--- src/rtl/ram_arb_pkg.sv ---
`default_nettype none
// ---------------------------------------------------------------------------
// ram_arb_pkg : shared types and defaults for the RAM access arbiter
// Rev 1.0
// ---------------------------------------------------------------------------
package ram_arb_pkg;

  localparam int DEF_ADDR_WIDTH   = 4;
  localparam int DEF_DATA_WIDTH   = 4;
  localparam int DEF_READ_LATENCY = 1;

  typedef enum logic [1:0] {
    IDLE  = 2'd0,
    ISSUE = 2'd1,
    WAIT  = 2'd2,
    RESP  = 2'd3
  } arb_state_t;

  typedef enum logic {
    REQ_A = 1'b0,
    REQ_B = 1'b1
  } req_id_t;

  function automatic req_id_t other_req(input req_id_t id);
    return (id == REQ_A) ? REQ_B : REQ_A;
  endfunction

endpackage
`default_nettype wire

--- src/rtl/ram_rr_grant.sv ---
`default_nettype none
// ---------------------------------------------------------------------------
// ram_rr_grant : 2-way round-robin grant and next-pointer computation
// Rev 1.0
// ---------------------------------------------------------------------------
module ram_rr_grant
  import ram_arb_pkg::*;
(
  input  logic [1:0] valid,
  input  req_id_t    ptr,
  input  logic       accept,
  output logic [1:0] grant,
  output req_id_t    ptr_next
);

  always_comb begin
    grant = 2'b00;
    case (valid)
      2'b01:   grant = 2'b01;
      2'b10:   grant = 2'b10;
      2'b11:   grant = (ptr == REQ_A) ? 2'b01 : 2'b10;
      default: grant = 2'b00;
    endcase
  end

  // Pointer moves to the side that lost (or was absent) on every accept.
  always_comb begin
    ptr_next = ptr;
    if (accept && (grant != 2'b00)) begin
      ptr_next = grant[0] ? other_req(REQ_A) : other_req(REQ_B);
    end
  end

endmodule
`default_nettype wire

--- src/rtl/ram_access_arbiter.sv ---
`default_nettype none
// ---------------------------------------------------------------------------
// ram_access_arbiter : shares one single-port RAM between requesters A and B
// Rev 1.0
// ---------------------------------------------------------------------------
module ram_access_arbiter
  import ram_arb_pkg::*;
#(
  parameter int ADDR_WIDTH   = DEF_ADDR_WIDTH,
  parameter int DATA_WIDTH   = DEF_DATA_WIDTH,
  parameter int READ_LATENCY = DEF_READ_LATENCY
) (
  input  logic                  clock,
  input  logic                  reset_n,
  input  logic                  a_req_valid,
  input  logic                  a_req_write,
  input  logic [ADDR_WIDTH-1:0] a_req_addr,
  input  logic [DATA_WIDTH-1:0] a_req_data,
  output logic                  a_req_ready,
  output logic                  a_rsp_valid,
  output logic [DATA_WIDTH-1:0] a_rsp_data,
  input  logic                  b_req_valid,
  input  logic                  b_req_write,
  input  logic [ADDR_WIDTH-1:0] b_req_addr,
  input  logic [DATA_WIDTH-1:0] b_req_data,
  output logic                  b_req_ready,
  output logic                  b_rsp_valid,
  output logic [DATA_WIDTH-1:0] b_rsp_data,
  output logic                  ram_we,
  output logic [ADDR_WIDTH-1:0] ram_addr,
  output logic [DATA_WIDTH-1:0] ram_din,
  input  logic [DATA_WIDTH-1:0] ram_dout,
  output logic                  reading,
  output logic                  writing,
  output logic                  busy
);

  localparam int CNT_W = (READ_LATENCY > 1) ? $clog2(READ_LATENCY) : 1;

  arb_state_t            state_q, state_d;
  req_id_t               rr_ptr_q, rr_ptr_d;
  req_id_t               owner_q, owner_d;
  logic [CNT_W-1:0]      cnt_q, cnt_d;
  logic                  wr_q, wr_d;
  logic                  ram_we_q, ram_we_d;
  logic [ADDR_WIDTH-1:0] ram_addr_q, ram_addr_d;
  logic [DATA_WIDTH-1:0] ram_din_q, ram_din_d;
  logic                  a_rsp_valid_q, a_rsp_valid_d;
  logic                  b_rsp_valid_q, b_rsp_valid_d;
  logic [DATA_WIDTH-1:0] a_rsp_data_q, a_rsp_data_d;
  logic [DATA_WIDTH-1:0] b_rsp_data_q, b_rsp_data_d;
  logic                  busy_q, busy_d;

  logic [1:0]            req_valid;
  logic [1:0]            grant;
  logic                  accept;
  logic                  sel_b;
  logic                  sel_write;
  logic [DATA_WIDTH-1:0] rsp_value;

  assign req_valid = {b_req_valid, a_req_valid};
  assign accept    = (state_q == IDLE) && (grant != 2'b00);
  assign sel_b     = grant[1];
  assign sel_write = sel_b ? b_req_write : a_req_write;
  assign rsp_value = wr_q ? ram_din_q : ram_dout;

  ram_rr_grant u_rr_grant (
    .valid    (req_valid),
    .ptr      (rr_ptr_q),
    .accept   (accept),
    .grant    (grant),
    .ptr_next (rr_ptr_d)
  );

  assign a_req_ready = (state_q == IDLE) && grant[0];
  assign b_req_ready = (state_q == IDLE) && grant[1];

  always_comb begin
    state_d       = state_q;
    owner_d       = owner_q;
    cnt_d         = cnt_q;
    wr_d          = wr_q;
    ram_we_d      = 1'b0;
    ram_addr_d    = ram_addr_q;
    ram_din_d     = ram_din_q;
    a_rsp_valid_d = 1'b0;
    b_rsp_valid_d = 1'b0;
    a_rsp_data_d  = a_rsp_data_q;
    b_rsp_data_d  = b_rsp_data_q;

    case (state_q)
      IDLE: begin
        if (accept) begin
          state_d    = ISSUE;
          owner_d    = sel_b ? REQ_B : REQ_A;
          wr_d       = sel_write;
          ram_we_d   = sel_write;
          ram_addr_d = sel_b ? b_req_addr : a_req_addr;
          ram_din_d  = sel_b ? b_req_data : a_req_data;
        end
      end
      ISSUE: begin
        state_d = WAIT;
        cnt_d   = CNT_W'(READ_LATENCY - 1);
      end
      WAIT: begin
        // The RAM sampled the address on the ISSUE edge; dout is valid now.
        if (cnt_q == '0) begin
          state_d = RESP;
          if (owner_q == REQ_A) begin
            a_rsp_valid_d = 1'b1;
            a_rsp_data_d  = rsp_value;
          end else begin
            b_rsp_valid_d = 1'b1;
            b_rsp_data_d  = rsp_value;
          end
        end else begin
          cnt_d = cnt_q - 1'b1;
        end
      end
      RESP: begin
        state_d = IDLE;
      end
      default: begin
        state_d = IDLE;
      end
    endcase

    busy_d = (state_d != IDLE);
  end

  always_ff @(posedge clock or negedge reset_n) begin
    if (!reset_n) begin
      state_q       <= IDLE;
      rr_ptr_q      <= REQ_A;
      owner_q       <= REQ_A;
      cnt_q         <= '0;
      wr_q          <= 1'b0;
      ram_we_q      <= 1'b0;
      ram_addr_q    <= '0;
      ram_din_q     <= '0;
      a_rsp_valid_q <= 1'b0;
      b_rsp_valid_q <= 1'b0;
      a_rsp_data_q  <= '0;
      b_rsp_data_q  <= '0;
      busy_q        <= 1'b0;
    end else begin
      state_q       <= state_d;
      rr_ptr_q      <= rr_ptr_d;
      owner_q       <= owner_d;
      cnt_q         <= cnt_d;
      wr_q          <= wr_d;
      ram_we_q      <= ram_we_d;
      ram_addr_q    <= ram_addr_d;
      ram_din_q     <= ram_din_d;
      a_rsp_valid_q <= a_rsp_valid_d;
      b_rsp_valid_q <= b_rsp_valid_d;
      a_rsp_data_q  <= a_rsp_data_d;
      b_rsp_data_q  <= b_rsp_data_d;
      busy_q        <= busy_d;
    end
  end

  assign ram_we      = ram_we_q;
  assign ram_addr    = ram_addr_q;
  assign ram_din     = ram_din_q;
  assign writing     = ram_we_q;
  assign reading     = ~ram_we_q;
  assign busy        = busy_q;
  assign a_rsp_valid = a_rsp_valid_q;
  assign b_rsp_valid = b_rsp_valid_q;
  assign a_rsp_data  = a_rsp_data_q;
  assign b_rsp_data  = b_rsp_data_q;

endmodule
`default_nettype wire

--- config.mk ---
export PLATFORM = sky130hd
export DESIGN_NAME = ram_access_arbiter
export DESIGN_NICKNAME = d
export VERILOG_FILES = /design/src/rtl/ram_arb_pkg.sv /design/src/rtl/ram_rr_grant.sv /design/src/rtl/ram_access_arbiter.sv
export SDC_FILE = /design/constraint.sdc
export NUM_CORES = 1
export LEC_CHECK = 0
export BUFFER_PORTS_ARGS = -buffer_cell sky130_fd_sc_hd__buf_2
export CAP_MARGIN = 15
export CORE_MARGIN = 8
export CORE_UTILIZATION = 48
export CTS_CLUSTER_DIAMETER = 120
export DETAILED_ROUTE_END_ITERATION = 7
export HOLD_SLACK_MARGIN = 0.05
export PLACE_DENSITY = 0.82
export SLEW_MARGIN = 20
export SYNTH_ARGS = -nofsm -noshare
export SYNTH_HDL_FRONTEND = slang
export SYNTH_SLANG_ARGS = --single-unit
--- constraint.sdc ---
create_clock -name clock -period 2.3 [get_ports clock]
set_clock_uncertainty 0.2 [all_clocks]
set_input_delay 0.69 -clock clock [delete_from_list [all_inputs] [get_ports clock]]
set_output_delay 0.69 -clock clock [all_outputs]
set_load 0.005 [all_outputs]
# After elaboration in Yosys (flattened, before gate mapping)
# Cells that the tools add are included.
# op_classes
mux	21
mul	0
div_mod_pow	0
n_reduce_logical	11
shifts	0
eq_ne	6
n_addsub	1
order_cmp	0
bitwise	3
# ops
operator	n
1-bit 2-to-1 mux	12
4-bit 2-to-1 mux	3
2-bit equality test (second input constant)	4
2-bit case mux with 4 select lines	1
2-bit 2-to-1 mux	3
2-bit case mux with 3 select lines	1
3-bit AND reduction	2
2-bit nonzero test	3
2-bit by 1-bit equality test with 1-bit output (second input constant)	2
1-bit logical AND	4
1-bit inverter	3
2-bit zero test	1
1-bit case mux with 2 select lines	1
2-bit AND reduction	1
1-bit subtractor (second input constant)	1
# word_totals
out_inout_bits	24
elab_cells	55
register_bits	26
mem_bits_ro	0
ram_bits	0
latch_bits	0
mem_count	0
in_bits	26

# Longest topological paths before layout
# logic_depth
depth_word	7
ltp_mapped	6
mapped_depth_nobuf	5

# Hierarchy
# Synthesis repeated with hierarchy kept, for this count alone.
# unflattened
cells_unflattened	116
hier_area_um2	1164.9
# by_module_without_submodules
mod	seq_area_each_um2	instances	area_per_inst_um2	cells_per_inst
ram_access_arbiter	625.6	1	1134.8	111
ram_rr_grant	0.0	1	30.0	5

# Worst setup path after synthesis
# Ideal clock, no wire load.
# synth_timing
path_type	input to output
start	input port a_req_valid
end	output port b_req_ready
cell_stages	3
required_ns	1.410
arrival_ns	1.008
setup_slack_ns	0.402
path_cell_list	nand2b_1 > nand3_2 > inv_1
# synth_between
elab_chain_cells	3
# synth_lines
element	line_no	rtl
start: declaration	ram_access_arbiter.sv:15	input logic a_req_valid,
2-bit equality test or 2-bit by 1-bit equality test with 1-bit output (tied branches)	ram_rr_grant.sv:18	case (valid)
2-bit case mux with 3 select lines *	ram_rr_grant.sv:18	
1-bit logical AND *	ram_access_arbiter.sv:76	assign b_req_ready = (state_q == IDLE) && grant[1];
end: declaration	ram_access_arbiter.sv:26	output logic b_req_ready,
# Every way passes the cells marked *; elsewhere a longest branch is shown, timed or not.

# Final worst setup path
# layout_timing
start	register state_q[0]
end	output port a_req_ready
# layout_between
elab_chain_cells	2
# layout_lines
element	line_no	rtl
start: declaration	ram_access_arbiter.sv:40	arb_state_t state_q, state_d;
start signal: assignment	ram_access_arbiter.sv:148	state_q <= state_d;
2-bit zero test	ram_access_arbiter.sv:75	assign a_req_ready = (state_q == IDLE) && grant[0];
1-bit logical AND	ram_access_arbiter.sv:75	
end: declaration	ram_access_arbiter.sv:19	output logic a_req_ready,
# No other way between the ends.

==> flow_summary.json <==
{
  "synth.yosys.seq_area_share": 0.578,
  "end_kind": "output pin",
  "hold_viol_final": 0,
  "ir_drop_v": 0.000674,
  "cts.sinks": 25,
  "yosysUniqueCellTypes": 24,
  "rsz0062_at_grt": "no",
  "regToRegSetupSlack_ps": 710,
  "worstMarginPinSlew_ps": 537,
  "slew_headroom": 0.642,
  "overflow": 0,
  "tritoncts": "done",
  "worst_setup_path_start_kind": "flip-flop",
  "pin_count": 50,
  "cap_violations": 0,
  "port_buffers": 49,
  "synth.avg_cell_area_sq_um": 11.4,
  "postSynthRegisterBits": 25,
  "synth_ff_type": "dfrtp_1",
  "firstDrtPassIters": 4,
  "drive_gt1_frac": 0.469,
  "initial_core_util": 0.499,
  "maxSlewViolCount": 0,
  "routedWlPerCell_um": 15.0,
  "die_w_um": 63.5,
  "syn_area_sq_um": 1080,
  "grt_usage": 0.136,
  "grt_max_degree": 26,
  "numCtsBuffers": 3,
  "htreeDepth": 1,
  "postRouteAntennaNets": 0,
  "detailed_place_hpwl_um": 2080,
  "fillers": 203,
  "die_y_um": 63.5,
  "outcome": "finished clean",
  "routed_wl_um": 2600,
  "worstPathRequired_ps": 1410,
  "root_buffer": "clkbuf_4",
  "setup_tns_ps": 0,
  "period_share": 0.957,
  "fmax_ghz": 0.454,
  "crit_type": "reg -> out",
  "dieArea_sq_um": 4030,
  "power_density_nw_per_um2": 1270,
  "synth_warnings": 0,
  "hp-class": "in -> async",
  "dr.first_iter.drc_count": 20,
  "clkLatencyLatePin_ps": 310,
  "place.gp.congestion": 0.856,
  "cts.clk_slew.worst_paths_ps": 130,
  "synth_nets": 123,
  "vias": 881,
  "synth_edf_count": 0,
  "antennaDiodeCount": 0,
  "total_power_mw": 1.77,
  "worstPathMaxFanout": 9,
  "grt_antenna_before_repair": 0,
  "core_area_sq_um": 2170,
  "async_reset_ff_frac": 1.00,
  "synthToLayoutAreaGrowth_pct": 28.6,
  "final-setup-viol-count": 0,
  "crit_arrival_ps": 1310,
  "postSynthCellCount": 95,
  "clock_path_buffers": 2,
  "p_leak_nw": 0.708,
  "rows": 17,
  "nets": 174,
  "period_minus_slack_ps": 2200,
  "drc": 0,
  "grt_pass1_vias": 1008,
  "grt_pass1_wl_um": 4530,
  "vias_per_cell": 5.09
}
==> synth_stat cells (all sizes together) (3+ instances only) <==
| cell | n | share of area |
|---|---|---|
| a21oi | 7 | 0.032 |
| nor2 | 7 | 0.024 |
| o221a | 8 | 0.083 |
| dfrtp | 25 | 0.58 |
| o21ai | 6 | 0.031 |
| inv | 7 | 0.024 |
| mux2i | 4 | 0.037 |
| buf | 3 | 0.016 |
| or2b | 8 | 0.055 |
| nand2 | 6 | 0.021 |
==> metrics by stage <==
stage               worst slack, ps  cell area (sq um)  std cells   util  hold slack (ps)
floorplan                       402               1080         95      -              194
detailed placement              183               1350        169  0.623              272
global placement                210               1350        169  0.623              256
global route                  0.447               1390        173  0.641              168
CTS                            62.8               1390        173  0.641              153
finish                         99.1               1390        173  0.641              137
==> path summary, 6_finish.rpt <==
kind / start / endpoint / depth (start not counted)
max in group asynchronous: reset_n / ram_din[3] / 1
worst max register to register: state_q[0] / ram_addr[1] / 5
min in group clock: a_rsp_data[0] / a_rsp_data[0] / 2
worst min register to register: a_rsp_data[0] / a_rsp_data[0] / 2
worst min-delay path: reset_n / a_rsp_data[1] / 1
worst max-delay path: state_q[0] / a_req_ready / 5
==> critical path, cell delays in order (launching register included) <==
cell	delay, ps
dfrtp_1	410
inv_1	120
ha_4	210
nand3_2	100
inv_2	60
buf_2	100
==> report_power, final <==
group / internal (mW) / leakage (nW) / switching, mW
Combinational: 0.423 / 0.401 / 0.383
Sequential: 0.647 / 0.289 / 0.129
Clock: 0.0648 / 0.0177 / 0.122
Total: 1.13 / 0.708 / 0.633
==> layer usage <==
| metal | GRT usage | routed length (um) | vias up |
|---|---|---|---|
| li1 | - | - | 425 |
| met2 | 0.214 | 1190 | 39 |
| met4 | 0.0418 | 22 | 0 |
| met1 | 0.161 | 1120 | 415 |
| met3 | 0.0618 | 273 | 2 |
| met5 | 0 | 0 | - |
==> kinds of logic (layout without fill, tap and decap cells) <==
logic type	after synthesis	in the layout	share of synthesized area
buf+inv	12	62	0.0485
fa+ha+maj	2	2	0.0231
flops	25	25	0.578
simple gates	29	29	0.153
compound gates	23	23	0.161
mux	4	4	0.0370
==> registers in the layout, summed over array words and instances (netlist names) <==
signal       count
ram_we           1
b_rsp_data       4
ram_addr         4
rr_ptr_q         1
state_q          2
a_rsp_data       4
busy             1
b_rsp_valid      1
wr_q             1
ram_din          4
a_rsp_valid      1
owner_q          1
==> layout by cell type, fill, tap and decap left out <==
cell type / count
a21oi_1: 7
a31oi_1: 1
a32oi_1: 1
and2_1: 2
buf_2: 49
buf_4: 2
clkbuf_4: 3
clkinv_2: 1
dfrtp_1: 25
ha_1: 1
ha_4: 1
inv_1: 6
inv_2: 1
mux2i_1: 4
nand2_1: 6
nand2b_1: 2
nand3_2: 2
nor2_1: 7
nor3_1: 1
o21ai_0: 4
o21ai_1: 1
o21ai_2: 1
o221a_2: 8
or2_1: 1
or2b_1: 8
==> cell type report <==
type	count	area [sq um]	area share
Sequential cell	25	626	0.450
Multi-Input combinational cell	58	417	0.299
Timing Repair Buffer	51	260	0.187
Tap cell	28	35.0	0.0252
Inverter	7	26.3	0.0189
Clock buffer	3	22.5	0.0162
Clock inverter	1	5.00	0.00360
==> what timing repair did <==
action                     4_1_cts  5_1_grt
hold endpoints to repair         0        0
setup endpoints to repair        2        0
hold buffers                     0        0
buffers inserted                 0        0
gates resized for setup          2        0
(Power assumes the default switching activity.)
